**config.mk**
```make
export PLATFORM = sky130hd
export DESIGN_NAME = act_skew_feeder
export DESIGN_NICKNAME = d
export VERILOG_FILES = /design/src/rtl/act_skew_feeder.sv
export SDC_FILE = /design/constraint.sdc
export NUM_CORES = 1
export LEC_CHECK = 0
export ABC_AREA = 0
export BUFFER_PORTS_ARGS = -buffer_cell sky130_fd_sc_hd__buf_4
export CAP_MARGIN = 40
export CORE_MARGIN = 2
export CORE_UTILIZATION = 25
export CTS_CLUSTER_DIAMETER = 150
export CTS_CLUSTER_SIZE = 40
export DETAILED_ROUTE_END_ITERATION = 10
export PLACE_DENSITY = 0.38
export SYNTH_ARGS = -nofsm -noshare
export SYNTH_HDL_FRONTEND = slang
export SYNTH_SLANG_ARGS = --single-unit
```
**constraint.sdc**
```tcl
create_clock -name clk -period 17.8 [get_ports clk]
set_input_delay 3.56 -clock clk [delete_from_list [all_inputs] [get_ports clk]]
set_output_delay 3.56 -clock clk [all_outputs]
set_load 0.005 [all_outputs]
```
**src/rtl/act_skew_feeder.sv**
```systemverilog
// act_skew_feeder: skews activation beats row-by-row into a systolic array; optional stall counter via ACT_SKEW_STALL_CNT_EN
module act_skew_feeder #(
    parameter int ARRAY_ROW  = 12,
    parameter int DATA_WIDTH = 8
) (
    input  logic                            clk,
    input  logic                            rst,
    input  logic                            s_valid,
    output logic                            s_ready,
    input  logic [ARRAY_ROW*DATA_WIDTH-1:0] s_act_vec,
    input  logic                            s_last,
    output logic [ARRAY_ROW*DATA_WIDTH-1:0] out_act_vec,
    output logic                            out_en_compute,
    output logic                            busy,
    output logic                            done
`ifdef ACT_SKEW_STALL_CNT_EN
    ,
    output logic [15:0]                     stall_cnt
`endif
);
    localparam logic [1:0] IDLE   = 2'd0;
    localparam logic [1:0] STREAM = 2'd1;
    localparam logic [1:0] DRAIN  = 2'd2;
    localparam logic [1:0] DONE   = 2'd3;
    localparam int CW = ARRAY_ROW > 2 ? $clog2(ARRAY_ROW) : 1;
    localparam logic [CW-1:0] CNT_LAST = CW'(ARRAY_ROW > 1 ? ARRAY_ROW - 2 : 0);
    logic [1:0]    state_q, state_d;
    logic [CW-1:0] cnt_q, cnt_d;
    logic          en_q;
    logic          accept, advance;
    assign s_ready        = (state_q == IDLE) || (state_q == STREAM);
    assign accept         = s_valid && s_ready;
    assign advance        = accept || (state_q == DRAIN);
    assign busy           = state_q != IDLE;
    assign done           = state_q == DONE;
    assign out_en_compute = en_q;
    // next state: last beat starts the drain, drain runs ARRAY_ROW-1 advances
    always_comb begin
        state_d = state_q;
        cnt_d   = cnt_q;
        case (state_q)
            IDLE, STREAM: begin
                if (accept) begin
                    state_d = s_last ? (ARRAY_ROW == 1 ? DONE : DRAIN) : STREAM;
                    cnt_d   = '0;
                end
            end
            DRAIN: begin
                cnt_d   = cnt_q + 1'b1;
                state_d = (cnt_q == CNT_LAST) ? DONE : DRAIN;
            end
            default: state_d = IDLE;
        endcase
    end
    // state, drain counter and the enable that travels alongside the data
    always_ff @(posedge clk) begin
        if (rst) begin
            state_q <= IDLE;
            cnt_q   <= '0;
            en_q    <= 1'b0;
        end else begin
            state_q <= state_d;
            cnt_q   <= cnt_d;
            en_q    <= advance;
        end
    end
    for (genvar r = 0; r < ARRAY_ROW; r++) begin : g_row
        logic [DATA_WIDTH-1:0] line_q [r+1];
        logic [DATA_WIDTH-1:0] din_d;
        assign din_d = accept ? s_act_vec[r*DATA_WIDTH +: DATA_WIDTH] : '0;
        assign out_act_vec[r*DATA_WIDTH +: DATA_WIDTH] = line_q[r];
        // row r delay line of r+1 stages; flushed in DONE so idle output is zero
        always_ff @(posedge clk) begin
            if (rst || state_q == DONE) begin
                for (int k = 0; k <= r; k++) line_q[k] <= '0;
            end else if (advance) begin
                line_q[0] <= din_d;
                for (int k = 1; k <= r; k++) line_q[k] <= line_q[k-1];
            end
        end
    end
`ifdef ACT_SKEW_STALL_CNT_EN
    logic [15:0] stall_q;
    assign stall_cnt = stall_q;
    // saturating count of upstream bubbles within one sequence
    always_ff @(posedge clk) begin
        if (rst || (state_q == IDLE && accept))
            stall_q <= '0;
        else if (state_q == STREAM && !s_valid && stall_q != 16'hFFFF)
            stall_q <= stall_q + 16'd1;
    end
`endif
endmodule
```
# Word-level counts from Yosys, hierarchy flattened
# Memories as Yosys holds them, arrays and structs flattened.
# Index checks and enable logic that the tools add are counted.
# totals
output_inout_bits,100
latch_bits,0
inputBits,100
ff_bits,7
mem_bits_rw,624
mem_count,12
mem_bits_ro,0
# mem_list
memory,words,word_bits,read_ports,rd_clocked_by_memory_dff,write_ports,line_no,text
g_row[11].line_q,12,8,12,0,12,68,logic [DATA_WIDTH-1:0] line_q [r+1];
g_row[10].line_q,11,8,11,0,11,68,
g_row[9].line_q,10,8,10,0,10,68,
g_row[8].line_q,9,8,9,0,9,68,
g_row[7].line_q,8,8,8,0,8,68,
g_row[6].line_q,7,8,7,0,7,68,
+6 memories,n/a,n/a,n/a,n/a,n/a,n/a,
# classes
div_mod_pow,0
n_lt_le_gt_ge,0
n_reduce_logical,10
muxes,102
n_shift,0
bitwise_logic,77
n_addsub,1
n_eq_ne,5
n_mul,0
# op_table
op,count
$mux W8,90
$or A1 B1 Y1,77
$pmux W4 S2,1
$reduce_or A8 Y1,1
$mux W1,7
$add A4 B1 Y4 const B,1
$eq A2 B2 Y1 const B,2
$eq A4 B4 Y1 const B,1
$mux W2,2
$mux W4,1
$pmux W2 S2,1
$reduce_bool A2 Y1,2
$logic_or A1 B1 Y1,3
$eq A2 B1 Y1 const B,1
$logic_not A2 Y1,1
$ne A2 B2 Y1 const B,1
$reduce_and A2 Y1,1
$reduce_or A2 Y1,1
$logic_and A1 B1 Y1,1

# Depth between registers and ports, before layout
# Gate-level depths: netlist (run 1).
# depth
ltp_word,9
ltp_mapped,6
depth_no_buf,5

# Worst setup path before layout (run 1)
# Ideal clock, no wire load.
# synth_path
path_type,input-to-reg
startpoint,in rst
endpoint,"mem g_row[0].line_q[0][0], enable pin"
required_ps,16769
n_path_buf,1
path_stages,2
setup_slack_ps,-319
arrival_time_ps,17088
path_cell_list,clkbuf_1 -> or3_1
# synth_via
elab_chain_len,5
word_cells_on_any_way,7
classes_between,5 x mux; 2 x reduce/logical
# synth_rtl
item,line_no,text
start: declaration,7,"input logic rst,"
$logic_or A1 B1 Y1 (*),74,if (rst || state_q == DONE) begin
$mux W1,74,
$mux W1 (implied by the code),77,line_q[0] <= din_d;
$reduce_or A8 Y1 (no source line),n/a,
$mux W1 (no source line) (*),n/a,
end: declaration,68,
# Mark *: on every way between the ends. The rest lies on a longest branch, timed or not.

==> results of run 1 <==
cells in the mapped netlist:
library cell,instances
edfxtp_1,624
nor3_1,1
or4b_1,1
dfxtp_1,7
and4b_1,1
buf_4,78
nor3b_1,2
inv_1,2
nand2b_1,5
nand2_1,2
or3_1,3
inv_2,1
o21ai_0,1
a31oi_1,2
clkbuf_2,1
or2_2,1
buf_6,1
o311ai_0,1
xnor2_1,1
a21oi_2,1
nor3_2,1
nand3_1,3
nor2_1,4
clkbuf_1,48
and2_1,625
a21oi_1,3
buf_2,6
ha_1,2
critical path, cell delays in order:
cell	delay, ns
buf_4	0.18
or3_4	0.49
buf_4	0.49
buf_16	0.30
buf_12	0.60
buf_4	0.56
buf_16	0.31
sequential cells by signal (all words and copies together), names as in the netlist:
signal / count
state_q: 2
out_en_compute: 1
g_row.line_q: 624
cnt_q: 4
per-layer routing:
| layer | vias to the layer above | global-route usage [%] | share of wire, % |
|---|---|---|---|
| met1 | 4939 | 10.56 | 49 |
| li1 | 5039 | - | - |
| met2 | 158 | 11.61 | 45 |
| met4 | 0 | 2.131 | 2.4 |
| met3 | 35 | 1.171 | 3.6 |
| met5 | - | 0 | 0 |
area by class of cell:
| cell class | instances | area (sq um) |
|---|---|---|
| Sequential cell | 631 | 18880 |
| Clock buffer | 26 | 544.3 |
| Fill cell | 9553 | 67580 |
| Clock inverter | 5 | 80.08 |
| Tap cell | 1265 | 1583 |
| Antenna cell | 2 | 5.005 |
| Multi-Input combinational cell | 660 | 4164 |
| Inverter | 3 | 11.26 |
| Timing Repair Buffer | 221 | 1884 |
power groups by stage:
stage          sequential [mW]  clock (mW)  combinational (mW)
2_1_floorplan             1.82           0              0.0965
3_3_place_gp              1.81           0               0.153
3_5_place_dp              1.81           0               0.166
4_1_cts                   1.78       0.738               0.167
5_1_grt                   1.79       0.779               0.179
6_report                  1.77       0.688               0.159
kinds of logic (layout without fill, tap and decap cells):
logic type / Yosys count / in the layout / share of synthesized area [%]
xor gates and xnor gates: 1 / 1 / 0.03675
other: 0 / 2 / 0
and+or+nand+nor: 649 / 649 / 17.01
DFF: 631 / 631 / 79.19
AOI/OAI and AO/OA: 8 / 8 / 0.2099
buffers and inverters: 137 / 255 / 3.453
adders and majority gates: 2 / 2 / 0.1050
final timing paths:
check	end	from	slack (ns)
setup / recovery	g_row[3].line_q[0][21]	rst	11.35
hold / removal	g_row[9].line_q[5][0]	g_row[9].line_q[4][0]	0.51
setup reg to reg	g_row[3].line_q[0][21]	state_q[1]	13.80
hold reg to reg	g_row[9].line_q[5][0]	g_row[9].line_q[4][0]	0.51
==> run_results.csv, run 1 <==
group,metric,value,unit
drt,wl_per_cell,13.00,um
place,post_dp_cell_area,0.02652,sq mm
synth,synthDominantCellAreaShare,78.60,%
timing,setup_viol,0,
pwr,switchingPower,556.0,uW
cells_and_area,fin_nets,1639,
drt,drc,0,
cells_and_area,final_util,28.66,%
timing,slew_headroom,25.08,%
floorplan,num_rows,113,
place,dp_hpwl,20160,um
floorplan,dieArea,0.09784,sq mm
timing,worst_slack,11.35,ns
floorplan,ios,200,
place,gp_congestion,0.6960,
critical_path,rr_worst_depth,6,
drt,dr.pass1.iters,4,
timing,grt_setup_unrepaired,"false",
clock_tree,post_cts_resize_count,0,
floorplan,initial_core_util,25.17,%
synth,netlist_area,0.02384,sq mm
synth,synth.area.top_cells,"edfxtp_1 (79%), and2_1 (16%), buf_4 (2.5%), clkbuf_1 (0.76%), dfxtp_1 (0.59%)",
critical_path,crit_path_max_fanout,182,
place,pre_cts_ws,10.51,ns
pwr,seqPwrFrac,67.7,%
grt,grt_pass1_vias,10153,
synth,ys_ff_latch,631,
pwr,ir_drop,0.05548,mV
timing,drv_slew,0,
grt,grtUsageTotal,7.395,%
synth,yosysSeqAreaShare,79.19,%
synth,synth_warnings,0,
timing,max_freq,0.1550,GHz
status,status,"complete, no violations",
min_path,hold_depth,1,
place,io_buffers,199,
clock_tree,cts.sinks,631,
clock_tree,clk_latency,0.60,ns
clock_tree,cts_buffer_depth,3,
clock_tree,ctsHoldBuffers,0,
synth,avgSynthCellArea,16.69,sq um
drt,ant_nets,0,
timing,fin_crit_sh,36.26,%
pwr,p_leak,10.45,nW
place,place_inst,2780,
grt,grt-ovfl-total,0,
floorplan,dieHeight,312.8,um
pwr,p_int,2.064,mW
critical_path,worstPathArrival,6.75,ns
floorplan,core_area,0.09473,sq mm
drt,drt-initial-drc-count,862,
cells_and_area,area_growth,13.89,%
min_path,hp-class,"reg2reg",
job,maxCapViolations,0,
cells_and_area,layout_commonest_cell,"and2_1",
pwr,power.share.clock,26.3,%
synth,netlist_instances,1428,
timing,period_needed,6.454,ns
grt,grt_pass1_wl,58680,um
cells_and_area,stdcell_count,2813,
timing,setup_tns,0,ns
timing,worstMarginPinSlew,1.124,ns
pwr,finalPower,2.620,mW
drt,vias,10171,
critical_path,worstSetupPathType,"in2reg",
synth,yosys.area.top_type,"edfxtp_1",
cells_and_area,final_cell_mix,"and2_1 (625), edfxtp_1 (624), buf_4 (209)",
clock_tree,clockRootBuffer,"clkbuf_16",
clock_tree,tritoncts,"built",
timing,fin_skew,0.02726,ns
pwr,power_density,96.51,mW/mm^2
clock_tree,cts_made_buffers,20,
clock_tree,h-tree-depth,1,
critical_path,start_kind,"input pin",
timing,hold_viol_final,0,
critical_path,critPathCaptureType,"flip-flop",
clock_tree,post-cts-setup-buffers,0,
synth,syn-num-nets,1530,
timing,holdWs,0.5055,ns
grt,antenna_found_initial,3,
clock_tree,cts.clk_slew.worst_paths,0.15,ns
cells_and_area,post-route-cell-area,0.02715,sq mm
cells_and_area,layout-drive-gt1-share,16.36,%
floorplan,fp.dieW,312.8,um
drt,finalWirelength,36560,um
critical_path,cp.required,18.09,ns
pwr,switching_share,21.22,%
drt,avgViaCountPerCell,3.616,
pwr,combPwrFrac,6.0,%
grt,grt_max_degree,183,
synth,synth_cell_types,28,
Power figures use the tool's default switching activity.
==> run 2, diff against run 1 <==
- ABC_AREA: 0 -> 1
- PLACE_DENSITY: 0.38 -> 0.37
- clock period: 17.8 -> 6 ns (I/O delays scaled with it)
==> run_results.csv, run 2 <==
group,metric,value,unit
status,status,"complete, no violations",
synth,synthDominantCellAreaShare,75.75,%
synth,ys_top_cells_by_count,"inv_1 (631), edfxtp_1 (624), nor2_1 (598)",
synth,synth.area.top_cells,"edfxtp_1 (76%), inv_1 (9.6%), nor2_1 (9.1%), buf_4 (2.0%), buf_2 (0.97%)",
place,io_buffers,199,
pwr,p_int,6.010,mW
place,gp_congestion,0.6842,
grt,grt_pass1_wl,64740,um
timing,fin_crit_sh,44.80,%
synth,avgSynthCellArea,12.04,sq um
drt,dr.pass1.iters,5,
grt,grt_pass1_vias,12226,
clock_tree,h-tree-depth,1,
clock_tree,cts_made_buffers,19,
clock_tree,clk_latency,0.59,ns
critical_path,worstPathArrival,2.92,ns
clock_tree,cts.clk_slew.worst_paths,0.14,ns
cells_and_area,regMostFlops,"g_row.line_q",
timing,hold_viol_final,0,
floorplan,fp.dieW,318.5,um
pwr,p_leak,11.24,nW
pwr,seqPwrFrac,68.5,%
cells_and_area,final_cell_mix,"inv_1 (630), edfxtp_1 (624), nor2_1 (598)",
timing,worstMarginPinSlew,0.7799,ns
clock_tree,cts.sinks,631,
grt,grt-ovfl-total,0,
cells_and_area,layout.area.seq,0.01888,sq mm
pwr,power_density,278.5,mW/mm^2
synth,synth_edf_count,624,
cells_and_area,stdcell_count,3456,
critical_path,worstSetupPathType,"in2reg",
pwr,combPwrFrac,7.4,%
cells_and_area,layout_commonest_cell,"inv_1",
pwr,switchingPower,1.721,mW
timing,max_freq,0.3721,GHz
job,maxCapViolations,0,
synth,ys_ff_latch,631,
synth,yosysSeqAreaShare,76.32,%
drt,vias,12184,
cells_and_area,fin_nets,2265,
drt,ant_nets,0,
cells_and_area,fill_cells,10214,
timing,drv_slew,0,
synth,syn-num-nets,2157,
critical_path,cp.required,6.23,ns
timing,slew_headroom,48.01,%
clock_tree,ctsHoldBuffers,0,
pwr,ir_drop,0.1626,mV
synth,synth_cell_types,21,
synth,netlist_instances,2055,
cells_and_area,multi_input_area,0.002634,sq mm
drt,drt-initial-drc-count,703,
drt,finalWirelength,39640,um
timing,grt_setup_unrepaired,"false",
synth,netlist_area,0.02473,sq mm
cells_and_area,area_growth,12.23,%
drt,avgViaCountPerCell,3.525,
critical_path,start_kind,"input pin",
floorplan,ios,200,
floorplan,num_rows,115,
drt,drc,0,
floorplan,dieHeight,318.5,um
pwr,switching_share,22.26,%
timing,setup_tns,0,ns
grt,grt_max_degree,145,
timing,setup_viol,0,
clock_tree,post-cts-setup-buffers,0,
place,dp_hpwl,23300,um
timing,period_needed,2.688,ns
clock_tree,clockRootBuffer,"clkbuf_16",
floorplan,core_area,0.09828,sq mm
floorplan,initial_core_util,25.17,%
grt,grtUsageTotal,7.743,%
cells_and_area,largest_reg_flops,624,
grt,antenna_found_initial,0,
min_path,hp-class,"reg2reg",
critical_path,critPathCaptureType,"flip-flop",
clock_tree,post_cts_resize_count,0,
cells_and_area,reg_top3,"g_row.line_q: 624 flops, cnt_q: 4 flops, state_q: 2 flops",
floorplan,dieArea,0.1015,sq mm
place,place_inst,3429,
cells_and_area,layout-drive-gt1-share,12.77,%
synth,synth_warnings,0,
clock_tree,tritoncts,"built",
pwr,power.share.clock,24.2,%
drt,wl_per_cell,11.47,um
synth,synth.most_common_cell,"inv_1",
critical_path,crit_path_max_fanout,144,
synth,synthFlopType,"edfxtp_1",
synth,yosys.area.top_type,"edfxtp_1",
cells_and_area,n_antenna_cell,0,
timing,fin_skew,0.02318,ns
synth,ys_async_sr_fraction,0,%
clock_tree,cts_buffer_depth,3,
-- run 2: final timing paths --
check	startpoint	to	slack, ns	cells after the start
max	rst	g_row[10].line_q[0][2]	3.31	4
min	cnt_q[0]	cnt_q[0]	0.53	1
max reg2reg	state_q[0]	g_row[3].line_q[0][15]	3.67	7
min reg2reg	cnt_q[0]	cnt_q[0]	0.53	1
-- run 2: kinds of logic (layout without fill, tap and decap cells) --
group           after synthesis  after routing  synth area share, %
compound gates                8              8               0.1618
fa+ha+maj                     2              2               0.1012
buf+inv                     764            878                13.17
flops                       631            631                76.32
simple gates                650            650                10.24
-- run 2: area by class of cell --
class | instances | area share (%)
Timing Repair Buffer | 219 | 6.310
Clock buffer | 26 | 1.807
Clock inverter | 1 | 0.03155
Inverter | 632 | 8.559
Tap cell | 1287 | 5.801
Sequential cell | 631 | 68.00
Multi-Input combinational cell | 660 | 9.488
-- run 2: layer usage --
metal | up-vias | global-route usage [%] | routed length (um) | part of all wire, %
li1 | 6279 | - | - | -
met1 | 5717 | 10.89 | 19460 | 49
met2 | 161 | 12.42 | 17730 | 45
met3 | 27 | 1.329 | 1771 | 4.5
met4 | 0 | 1.833 | 669 | 1.7
met5 | - | 0 | 0 | 0
-- run 2: per-stage QoR --
step | utilization (%) | power, mW | area [sq um] | hold slack (ns) | setup WS (ns)
after CTS | 28.25 | 7.918 | 27760 | 0.5293 | 3.319
final | 28.25 | 7.731 | 27760 | 0.5281 | 3.312
after floorplan | - | 5.815 | 24750 | 0.4593 | -1.793
after global routing | 28.25 | 8.121 | 27760 | 0.5551 | 3.206
after detailed placement | 27.73 | 5.995 | 27250 | 0.5007 | 2.654
after global placement | 27.68 | 5.982 | 27200 | 0.4974 | 2.567
-- run 2: power groups by stage --
stage | sequential [mW] | clock [mW] | combinational, mW
CTS | 5.30 | 2.02 | 0.595
global route | 5.33 | 2.13 | 0.659
finish | 5.29 | 1.87 | 0.571
global placement | 5.40 | 0 | 0.582
detailed placement | 5.40 | 0 | 0.591
floorplan | 5.43 | 0 | 0.387
-- run 2: worst max-delay path, stage by stage --
cell and delay [ns]:
buf_4 0.11, clkinvlp_4 0.20, nand3_4 0.63, buf_12 0.63
==> run 3, diff against run 2 <==
- clock period: 6 -> 2.6 ns (I/O delays scaled with it)
==> run_results.csv, run 3 (same netlist as run 2, synthesis figures left out) <==
group,metric,value,unit
drt,drc,0,
place,io_buffers,199,
grt,grt_pass1_vias,12177,
critical_path,cp.required,2.08,ns
grt,grt-ovfl-total,0,
grt,antenna_found_initial,1,
timing,fin_crit_sh,71.92,%
cells_and_area,fill_cells,10185,
timing,hold_viol_final,0,
clock_tree,cts_made_buffers,19,
timing,period_needed,1.870,ns
cells_and_area,n_antenna_cell,0,
floorplan,dieArea,0.1015,sq mm
place,dp_hpwl,24460,um
floorplan,dieHeight,318.5,um
grt,gr-usage-met1,11.67,%
cells_and_area,area_growth,13.21,%
critical_path,crit_path_max_fanout,8,
clock_tree,clk_latency,0.58,ns
cells_and_area,final_util,28.49,%
cells_and_area,layout-drive-gt1-share,13.30,%
pwr,power_density,638.9,mW/mm^2
cells_and_area,final_cell_mix,"inv_1 (630), edfxtp_1 (624), nor2_1 (598)",
grt,grt.met2_usage,12.32,%
timing,grt_setup_unrepaired,"false",
critical_path,critPathCaptureType,"output pin",
cells_and_area,layout_commonest_cell,"inv_1",
timing,worstMarginPinSlew,0.4592,ns
grt,grt_use_met3,1.488,%
floorplan,initial_core_util,25.17,%
critical_path,worstPathArrival,1.35,ns
cells_and_area,fin_nets,2277,
timing,holdWs,0.1184,ns
place,post_dp_cell_area,0.02750,sq mm
pwr,p_leak,11.37,nW
critical_path,worstSetupPathType,"reg2out",
cells_and_area,multi_input_area,0.002634,sq mm
grt,grt_max_degree,84,
floorplan,num_rows,115,
drt,dr.pass1.iters,4,
timing,setup_viol,0,
cells_and_area,reg_top3,"g_row.line_q: 624 flops, cnt_q: 4 flops, state_q: 2 flops",
status,status,"complete, no violations",
timing,max_freq,0.5347,GHz
cells_and_area,layout.area.seq,0.01888,sq mm
clock_tree,post-cts-setup-buffers,0,
floorplan,core_area,0.09828,sq mm
pwr,ir_drop,0.3662,mV
cells_and_area,regMostFlops,"g_row.line_q",
drt,avgViaCountPerCell,3.528,
clock_tree,post_cts_resize_count,0,
clock_tree,cts_buffer_depth,3,
timing,slew_headroom,69.38,%
cells_and_area,post-route-cell-area,0.02800,sq mm
clock_tree,cts.sinks,631,
clock_tree,cts.clk_slew.worst_paths,0.14,ns
clock_tree,clockRootBuffer,"clkbuf_16",
drt,drt-initial-drc-count,898,
drt,vias,12232,
grt,grtUsageTotal,7.978,%
floorplan,fp.dieW,318.5,um
grt,top_usage_layer,"met2",
timing,drv_slew,0,
drt,wl_per_cell,11.76,um
drt,ant_nets,0,
timing,fin_skew,0.01205,ns
floorplan,ios,200,
timing,setup_tns,0,ns
clock_tree,tritoncts,"built",
min_path,hp-class,"in2reg",
clock_tree,ctsHoldBuffers,0,
cells_and_area,largest_reg_flops,624,
grt,grt_pass1_wl,66480,um
critical_path,start_kind,"flip-flop",
job,maxCapViolations,0,
drt,finalWirelength,40780,um
clock_tree,h-tree-depth,1,
place,gp_congestion,0.6937,
-- run 3: cell count changes in the layout (fill, tap and decap cells not counted), sizes merged --
cell,change
clkinv,+2
buf,+12
inv,-1
clkbuf,-2
-- run 3: cell type report --
cell class	instances	share of cell area, %
inverter	632	8.485
tap	1287	5.750
timing repair buffer	231	7.131
clock inverter	2	0.04915
sequential	631	67.41
clock buffer	24	1.765
multi-input combinational	660	9.405
-- run 3: power by group --
group	switching, mW	total [mW]	internal [mW]
sequential	0.215	12.2	12.0
combinational	0.858	1.38	0.521
clock	2.92	4.29	1.38
total	3.99	17.9	13.9
-- run 3: path summary, 6_finish.rpt --
path,startpoint,end,slack [ns],cells past startpoint
setup / recovery,state_q[1],busy,0.73,3
hold / removal,rst,cnt_q[2],0.12,2
setup reg to reg,state_q[0],g_row[10].line_q[0][14],0.78,7
hold reg to reg,cnt_q[0],cnt_q[0],0.54,1
-- run 3: stage by stage --
step                      total power [mW]  setup slack (ns)  std cells
after CTS                            18.33            0.6648       3467
after global routing                 18.82            0.6041       3467
after global placement               13.89            0.6069       3441
after floorplan                      13.42            -4.513       2055
after detailed placement             13.90            0.5948       3441
final                                17.89            0.7300       3467
-- run 3: critical path: stages, from the launching register on --
cell	delay, ns
dfxtp_1	0.36
inv_2	0.17
nand2_1	0.10
buf_4	0.15
-- run 3: routing by layer --
| layer | wire length (um) | share of wire [%] |
|---|---|---|
| met5 | 8 | 0.020 |
| met4 | 509 | 1.2 |
| met3 | 1848 | 4.5 |
| met2 | 17560 | 43 |
| met1 | 20860 | 51 |
